**src/rtl/surf_capture_pkg.sv**
```systemverilog
// -----------------------------------------------------------------------------
// surf_capture_pkg
// Shared helpers for the SURF multi-byte capture block:
//   - phase_w      : phase counter width for a given byte-period length
//   - *_legal      : legal-range checks for the period, enable delay and
//                    error counter width
//   - err_sat      : saturation value of an error counter of a given width
// No ports; imported by surf_multi_byte_capture and surf_byte_capture_chan.
// -----------------------------------------------------------------------------
package surf_capture_pkg;

    localparam int NPHASE_MIN = 2;
    localparam int NPHASE_MAX = 16;
    localparam int ENDLY_MIN  = 1;
    localparam int ENDLY_MAX  = 32;
    localparam int ERRW_MIN   = 1;
    localparam int ERRW_MAX   = 32;

    function automatic int phase_w(input int nphase);
        return (nphase > 1) ? $clog2(nphase) : 1;
    endfunction

    function automatic bit nphase_legal(input int nphase);
        return (nphase >= NPHASE_MIN) && (nphase <= NPHASE_MAX);
    endfunction

    function automatic bit endly_legal(input int endly);
        return (endly >= ENDLY_MIN) && (endly <= ENDLY_MAX);
    endfunction

    function automatic bit errw_legal(input int errw);
        return (errw >= ERRW_MIN) && (errw <= ERRW_MAX);
    endfunction

    function automatic logic [63:0] err_sat(input int errw);
        return (64'd1 << errw) - 64'd1;
    endfunction

endpackage

```
**src/rtl/surf_byte_capture_chan.sv**
```systemverilog
// -----------------------------------------------------------------------------
// surf_byte_capture_chan
// One capture channel: one-shot arm latch, word store with valid pulse,
// enable-fall delay line, repeat-pattern history, bit-error flag and
// saturating error counter.
// Ports:
//   clk, rst      : system clock, async active-high reset
//   boundary      : high on the last phase of the byte period (from parent)
//   capture       : single-cycle one-shot capture request
//   enable        : continuous streaming enable
//   errcnt_clr    : synchronous clear of the error counter
//   din           : deserialised word
//   dout, valid   : captured word and one-cycle update pulse
//   biterr        : registered repeat-pattern mismatch flag
//   errcnt        : saturating mismatch count
// -----------------------------------------------------------------------------
module surf_byte_capture_chan
    import surf_capture_pkg::*;
#(
    parameter int NBITS  = 8,
    parameter int NPHASE = 2,
    parameter int ENDLY  = 16,
    parameter int ERRW   = 16
) (
    input  logic             clk,
    input  logic             rst,
    input  logic             boundary,
    input  logic             capture,
    input  logic             enable,
    input  logic             errcnt_clr,
    input  logic [NBITS-1:0] din,
    output logic [NBITS-1:0] dout,
    output logic             valid,
    output logic             biterr,
    output logic [ERRW-1:0]  errcnt
);

    localparam logic [ERRW-1:0] ERR_SAT = ERRW'(err_sat(ERRW));

    logic             armed;
    logic             load;
    logic [ENDLY-1:0] en_dly;
    logic             quiet;
    logic [NBITS-1:0] hist [NPHASE];
    logic             mismatch;

    // A request arriving on the boundary itself loads directly; the latch
    // only carries requests that arrive earlier in the period.
    assign load = boundary & (armed | capture | enable);

    always_ff @(posedge clk or posedge rst) begin
        if (rst) begin
            armed <= 1'b0;
        end else if (load) begin
            armed <= 1'b0;
        end else if (capture) begin
            armed <= 1'b1;
        end
    end

    always_ff @(posedge clk or posedge rst) begin
        if (rst) begin
            dout  <= '0;
            valid <= 1'b0;
        end else begin
            valid <= load;
            if (load) begin
                dout <= din;
            end
        end
    end

    generate
        if (ENDLY == 1) begin : g_dly_one
            always_ff @(posedge clk or posedge rst) begin
                if (rst) en_dly <= '0;
                else     en_dly <= enable;
            end
        end else begin : g_dly_shift
            always_ff @(posedge clk or posedge rst) begin
                if (rst) en_dly <= '0;
                else     en_dly <= {en_dly[ENDLY-2:0], enable};
            end
        end
    endgenerate

    // The stream needs ENDLY cycles after enable falls before the
    // repeat pattern is trustworthy again.
    assign quiet = ~enable & ~(|en_dly);

    // History advances only while streaming is off, so the comparison is
    // always against the word NPHASE idle cycles back.
    always_ff @(posedge clk or posedge rst) begin
        if (rst) begin
            for (int i = 0; i < NPHASE; i++) hist[i] <= '0;
        end else if (!enable) begin
            hist[0] <= din;
            for (int i = 1; i < NPHASE; i++) hist[i] <= hist[i-1];
        end
    end

    assign mismatch = (din != hist[NPHASE-1]);

    always_ff @(posedge clk or posedge rst) begin
        if (rst) begin
            biterr <= 1'b0;
        end else if (quiet) begin
            biterr <= mismatch;
        end
    end

    always_ff @(posedge clk or posedge rst) begin
        if (rst) begin
            errcnt <= '0;
        end else if (errcnt_clr) begin
            errcnt <= '0;
        end else if (quiet && mismatch && (errcnt != ERR_SAT)) begin
            errcnt <= errcnt + 1'b1;
        end
    end

endmodule

```
**src/rtl/surf_multi_byte_capture.sv**
```systemverilog
// -----------------------------------------------------------------------------
// surf_multi_byte_capture
// Multi-channel byte capture for the SURF DOUT path. Owns the byte-period
// phase counter (realigned by sync_i) and replicates one capture channel
// per byte lane.
// Ports:
//   sysclk_i, rst_i : system clock, async active-high reset
//   sync_i          : forces the phase counter to 0
//   dout_sync_o     : high while phase == NPHASE-1 (OSERDES alignment)
//   capture_i       : per-channel one-shot capture request
//   enable_i        : per-channel continuous streaming enable
//   errcnt_clr_i    : clears all error counters
//   dout_i / dout_o : packed words, channel k at [k*NBITS +: NBITS]
//   dout_valid_o    : per-channel store-update pulse
//   dout_biterr_o   : per-channel repeat-pattern mismatch flag
//   errcnt_o        : packed counters, channel k at [k*ERRW +: ERRW]
// -----------------------------------------------------------------------------
module surf_multi_byte_capture
    import surf_capture_pkg::*;
#(
    parameter int NCHAN  = 2,
    parameter int NBITS  = 8,
    parameter int NPHASE = 2,
    parameter int ENDLY  = 16,
    parameter int ERRW   = 16
) (
    input  logic                   sysclk_i,
    input  logic                   rst_i,
    input  logic                   sync_i,
    output logic                   dout_sync_o,
    input  logic [NCHAN-1:0]       capture_i,
    input  logic [NCHAN-1:0]       enable_i,
    input  logic                   errcnt_clr_i,
    input  logic [NCHAN*NBITS-1:0] dout_i,
    output logic [NCHAN*NBITS-1:0] dout_o,
    output logic [NCHAN-1:0]       dout_valid_o,
    output logic [NCHAN-1:0]       dout_biterr_o,
    output logic [NCHAN*ERRW-1:0]  errcnt_o
);

    localparam int            PW   = phase_w(NPHASE);
    localparam logic [PW-1:0] LAST = PW'(NPHASE - 1);

    generate
        if (!nphase_legal(NPHASE) || !endly_legal(ENDLY) || !errw_legal(ERRW)) begin : g_bad_param
            $error("surf_multi_byte_capture: NPHASE, ENDLY or ERRW out of range");
        end
    endgenerate

    logic [PW-1:0] phase;
    logic [PW-1:0] phase_nxt;
    logic          boundary;

    assign boundary = (phase == LAST);

    always_comb begin
        phase_nxt = phase + 1'b1;
        if (sync_i || boundary) begin
            phase_nxt = '0;
        end
    end

    // dout_sync_o decodes the next phase so it lines up with phase itself.
    always_ff @(posedge sysclk_i or posedge rst_i) begin
        if (rst_i) begin
            phase       <= '0;
            dout_sync_o <= 1'b0;
        end else begin
            phase       <= phase_nxt;
            dout_sync_o <= (phase_nxt == LAST);
        end
    end

    for (genvar k = 0; k < NCHAN; k++) begin : g_chan
        surf_byte_capture_chan #(
            .NBITS  (NBITS),
            .NPHASE (NPHASE),
            .ENDLY  (ENDLY),
            .ERRW   (ERRW)
        ) u_chan (
            .clk        (sysclk_i),
            .rst        (rst_i),
            .boundary   (boundary),
            .capture    (capture_i[k]),
            .enable     (enable_i[k]),
            .errcnt_clr (errcnt_clr_i),
            .din        (dout_i[k*NBITS +: NBITS]),
            .dout       (dout_o[k*NBITS +: NBITS]),
            .valid      (dout_valid_o[k]),
            .biterr     (dout_biterr_o[k]),
            .errcnt     (errcnt_o[k*ERRW +: ERRW])
        );
    end

endmodule

```
**config.mk**
```make
export PLATFORM = sky130hd
export DESIGN_NAME = surf_multi_byte_capture
export DESIGN_NICKNAME = d
export VERILOG_FILES = /design/src/rtl/surf_capture_pkg.sv /design/src/rtl/surf_byte_capture_chan.sv /design/src/rtl/surf_multi_byte_capture.sv
export SDC_FILE = /design/constraint.sdc
export NUM_CORES = 1
export LEC_CHECK = 0
export ABC_AREA = 1
export CAP_MARGIN = 30
export CORE_ASPECT_RATIO = 0.75
export CORE_MARGIN = 4
export CORE_UTILIZATION = 54
export DETAILED_ROUTE_END_ITERATION = 6
export PLACE_DENSITY = 0.79
export SETUP_SLACK_MARGIN = 0.4
export SYNTH_ARGS = -nofsm -noshare
export SYNTH_HDL_FRONTEND = slang
export SYNTH_SLANG_ARGS = --single-unit
```
**constraint.sdc**
```tcl
create_clock -name sysclk_i -period 12.63 [get_ports sysclk_i]
set_clock_uncertainty 0.15 [all_clocks]
set_input_delay 3.1575 -clock sysclk_i [delete_from_list [all_inputs] [get_ports sysclk_i]]
set_output_delay 3.1575 -clock sysclk_i [all_outputs]
set_load 0.05 [all_outputs]
```
# Word level (Yosys, flattened, before mapping)
# Index checks and enable logic that the tools add are counted.
classes:
  add_sub_neg: 3
  mul: 0
  div: 0
  order_cmp: 0
  n_eq_ne: 4
  n_shift: 0
  muxes: 9
  bitwise_logic: 12
  n_reduce_logical: 11
op_table:
  columns: ["cell", "n"]
  rows:
  - ["2-to-1 mux 16 bit", 4]
  - ["adder 16 x 1 -> 16 bit, second input constant", 2]
  - ["inequality test 16 bit, second input constant", 2]
  - ["OR reduction 16 bit", 2]
  - ["inequality test 8 bit", 2]
  - ["nonzero test 2 bit", 4]
  - ["2-to-1 mux 1 bit", 5]
  - ["AND 1 bit", 4]
  - ["logical AND 1 bit", 4]
  - ["inverter 1 bit", 4]
  - ["bitwise OR 1 bit", 4]
  - ["adder 1 bit, second input constant", 1]
  - ["logical OR 1 bit", 1]
totals:
  ff_bits: 119
  latchBits: 0
  ram_bits: 0
  rom_bits: 0
  in_bits: 24
  word_cells: 56
  memories: 0

# Depth between registers and ports, before layout
depth:
  depth_word: 7
  mapped_depth: 11
  depth_no_buf: 11

# By module
# A second synthesis with hierarchy kept.
hier_totals:
  cells_unflattened: 639
  area_unflattened_um2: 5406.4
modules_own_cells:
  columns: ["module", "n_inst", "cells_each", "area_per_inst_um2"]
  rows:
  - ["surf_byte_capture_chan (g_chan[0].u_chan)", 1, 318, 2705.1]
  - ["surf_byte_capture_chan (g_chan[1].u_chan)", 1, 318, 2668.8]
  - ["surf_multi_byte_capture", 1, 3, 32.5]

# Least setup slack after synthesis
# OpenSTA, ideal clock, no wires.
synth_timing:
  path_kind: "input -> register"
  startpoint: "input port enable_i[1]"
  endpoint: "register g_chan[1].u_chan.errcnt[7]"
  t_arrival_ns: 4.044
  required_time_ns: 12.361
  setup_slack_ns: 8.317
  path_stages: 9
  path_buffers: 1
  cell_sequence: "nor2_1 -> nand2_1 -> nor2_1 -> nand2_1 -> nor2_1 -> nand3_4 -> buf_4 -> nand3_1 -> nand2_1"
synth_via:
  elab_chain_len: 5
synth_lines:
  columns: ["element", "line_no", "text"]
  rows:
  - ["start, declared", "surf_multi_byte_capture.sv:32", "input logic [NCHAN-1:0] enable_i,"]
  - ["inverter 1 bit", "surf_byte_capture_chan.sv:89", "assign quiet = ~enable & ~(|en_dly);"]
  - ["AND 1 bit", "surf_byte_capture_chan.sv:89", null]
  - ["logical AND 1 bit (2 in a row)", "surf_byte_capture_chan.sv:117", "end else if (quiet && mismatch && (errcnt != ERR_SAT)) begin"]
  - ["nonzero test 2 bit (no source line)", null, null]
  - ["end signal, assigned", "surf_byte_capture_chan.sv:118", "errcnt <= errcnt + 1'b1;"]
  - ["end, declared", "surf_byte_capture_chan.sv:35", "output logic [ERRW-1:0] errcnt"]
# No other way between the ends.
# A chain may end at the register's enable or synchronous reset.

==> metrics.yaml <==
status: "finished, final reports clean"
grt-ovfl-total: 0
track_usage: 0.212
synth_cell_types: 27
numCtsBuffers: 17
clock_sinks: 119
wire_per_inst_um: 13.5
ant_nets: 0
relSlewSlack: 0.433
cts_tree: "done"
min_path_type: "reg2reg"
yosysTopAreaCellShare: 0.555
syn_nets: 639
tns_ns: 0
switching_share: 0.256
grt_max_degree: 71
yosysWarnings: 0
seq_area_frac_synth: 0.555
path_cells: "clkdlybuf4s50_1"
ys_top_cells_by_area: "dfrtp_1 (56%), nand2_1 (13%), nor2_1 (5.3%)"
worstSetupPathType: "reg2out"
vdd_drop_max_mv: 0.0901
viasPerCell: 4.98
clk_pin_slew_ns: 0.05
dp_hpwl_um: 7350
diodes: 0
syn_area_per_cell_um2: 8.75
cts_resized: 0
internal-power_uw: 749
drt_iter0_drc: 307
endpoint_kind: "output port"
finalNetCount: 716
crit_arrival_ns: 1.78
final_core_util: 0.699
first_pass_iters: 4
maxCapViolations: 0
clockBufferDepth: 2
power_switching_uw: 257
dp.cells: 803
die_h_um: 94.3
p_clk_frac: 0.440
post-cts-setup-buffers: 0
worst_pin_slew_ns: 0.851
start_util: 0.555
setup_viol: 0
path_buf_inv: 1
gp_congestion: 0.835
synth_area_mm2: 0.00536
max_freq_mhz: 197
mostFrequentLayoutCell: "nand2_1"
crit_slowest_cell: "clkdlybuf4s50_1"
fp.coreArea_mm2: 0.00966
drive_above_1_share: 0.0901
crit_start: "boundary$_DFF_PP0_"
hold_viol: 0
slowest_delay_ns: 0.87
h-tree-depth: 4
insertion_delay_ns: 0.40
final_cell_mix: "nand2_1 (183), dfrtp_1 (119), nor2_1 (76), clkdlybuf4s50_1 (76), inv_1 (50)"
clock-root-buffer: "clkbuf_16"
dieArea_mm2: 0.0116
routed_wl_um: 11300
area_growth_syn_to_layout_pct: 25.9
grt_pass1_vias: 4193
placed_area_mm2: 0.00621
yosysTopAreaCell: "dfrtp_1"
slew_violations: 0
syn_inst: 613
num_rows: 31
period_needed_ns: 5.08
ctsHoldBuffers: 0
crit_family: "buffers and inverters"
holdCritStartpoint: "g_chan[1].u_chan.en_dly[6]$_DFF_PP0_"
ios: 77
fin_area_mm2: 0.00675
powerDensity_mw_per_mm2: 149
synth-seq-cells: 119
grt_pass1_wl_um: 19300
antenna_found_initial: 0
crit_fanout: 6
instances_no_fill: 831
regToRegStartpoint: "g_chan[0].u_chan.errcnt[0]$_DFFE_PP0P_"
finalCritPeriodShare: 0.403
rsz0062_at_grt: "false"
startpoint_type: "flop"
drc: 0
crit_required_ns: 9.32
dr_total_vias: 4136
power_frac_comb: 0.134
pwr-share-seq: 0.427
leakage_uw: 0.00306
die_x_um: 123
port_buffers: 76
## state kept, by name, summed over array words and instances, names as in the netlist
name / count
g_chan.u_chan.biterr: 2
g_chan.u_chan.en_dly: 32
g_chan.u_chan.valid: 2
g_chan.u_chan.dout: 16
g_chan.u_chan.hist: 32
boundary: 1
g_chan.u_chan.armed: 2
g_chan.u_chan.errcnt: 32
## path summary, 6_finish.rpt
kind | end | slack (ns) | cells past startpoint
worst min-delay path | g_chan[1].u_chan.en_dly[7]$_DFF_PP0_ | 0.22 | 0
worst max register to register | g_chan[0].u_chan.errcnt[14]$_DFFE_PP0P_ | 10.53 | 10
worst max-delay path | dout_sync_o | 7.55 | 1
min in group asynchronous | g_chan[1].u_chan.dout[6]$_DFFE_PP0P_ | 3.05 | 2
worst min register to register | g_chan[1].u_chan.en_dly[7]$_DFF_PP0_ | 0.22 | 0
max in group asynchronous | g_chan[0].u_chan.errcnt[1]$_DFFE_PP0P_ | 8.00 | 3
## final cells by class
class | instances | area [um^2]
fillers | 715 | 2910
clock inverters | 4 | 45.0
multi-input cells | 419 | 2060
well taps | 132 | 165
repair buffers | 81 | 806
inverters | 52 | 198
flip-flops and latches | 119 | 2980
clock buffers | 24 | 502
## metal layers
layer,vias to the layer above,global-route usage,share of wire
li1,2072,-,-
met1,1942,0.278,0.45
met2,110,0.338,0.49
met3,12,0.0668,0.050
met4,0,0.0728,0.011
met5,-,0,0
## kinds of logic after synthesis
kind of cell / Yosys count / share of synthesized area
buffers and inverters: 75 / 0.0607
xor gates and xnor gates: 22 / 0.0359
DFF: 119 / 0.555
adders and majority gates: 2 / 0.00467
AOI/OAI and AO/OA: 53 / 0.0560
muxes: 10 / 0.0210
and+or+nand+nor: 332 / 0.266
## cell usage after synthesis, drive strengths merged
library cell and count:
nor3b 3, clkbuf 13, o21ai 36, xor2 4, o31ai 2, buf 10
nor3 7, inv 51, clkinv 1, xnor2 18, mux2 10, nand3 48
or2 2, nand2 189, ha 2, o21bai 1, nor2 83, a21oi 14
dfrtp 119
## power groups by stage
stage | clock network, uW | logic (uW) | registers [uW]
2_1_floorplan | 0 | 55.4 | 469
3_3_place_gp | 0 | 131 | 433
3_5_place_dp | 0 | 135 | 435
4_1_cts | 450 | 136 | 430
5_1_grt | 472 | 147 | 433
6_report | 443 | 135 | 430
## through the flow
stage | total power, uW | setup slack, ns | hold slack (ns)
floorplan | 524 | 6.17 | 0.197
global placement | 565 | 6.89 | 0.202
detailed placement | 570 | 7.23 | 0.208
CTS | 1020 | 7.52 | 0.218
global route | 1050 | 7.44 | 0.233
finish | 1010 | 7.55 | 0.215
No activity file was read; power rests on OpenSTA's default activity.
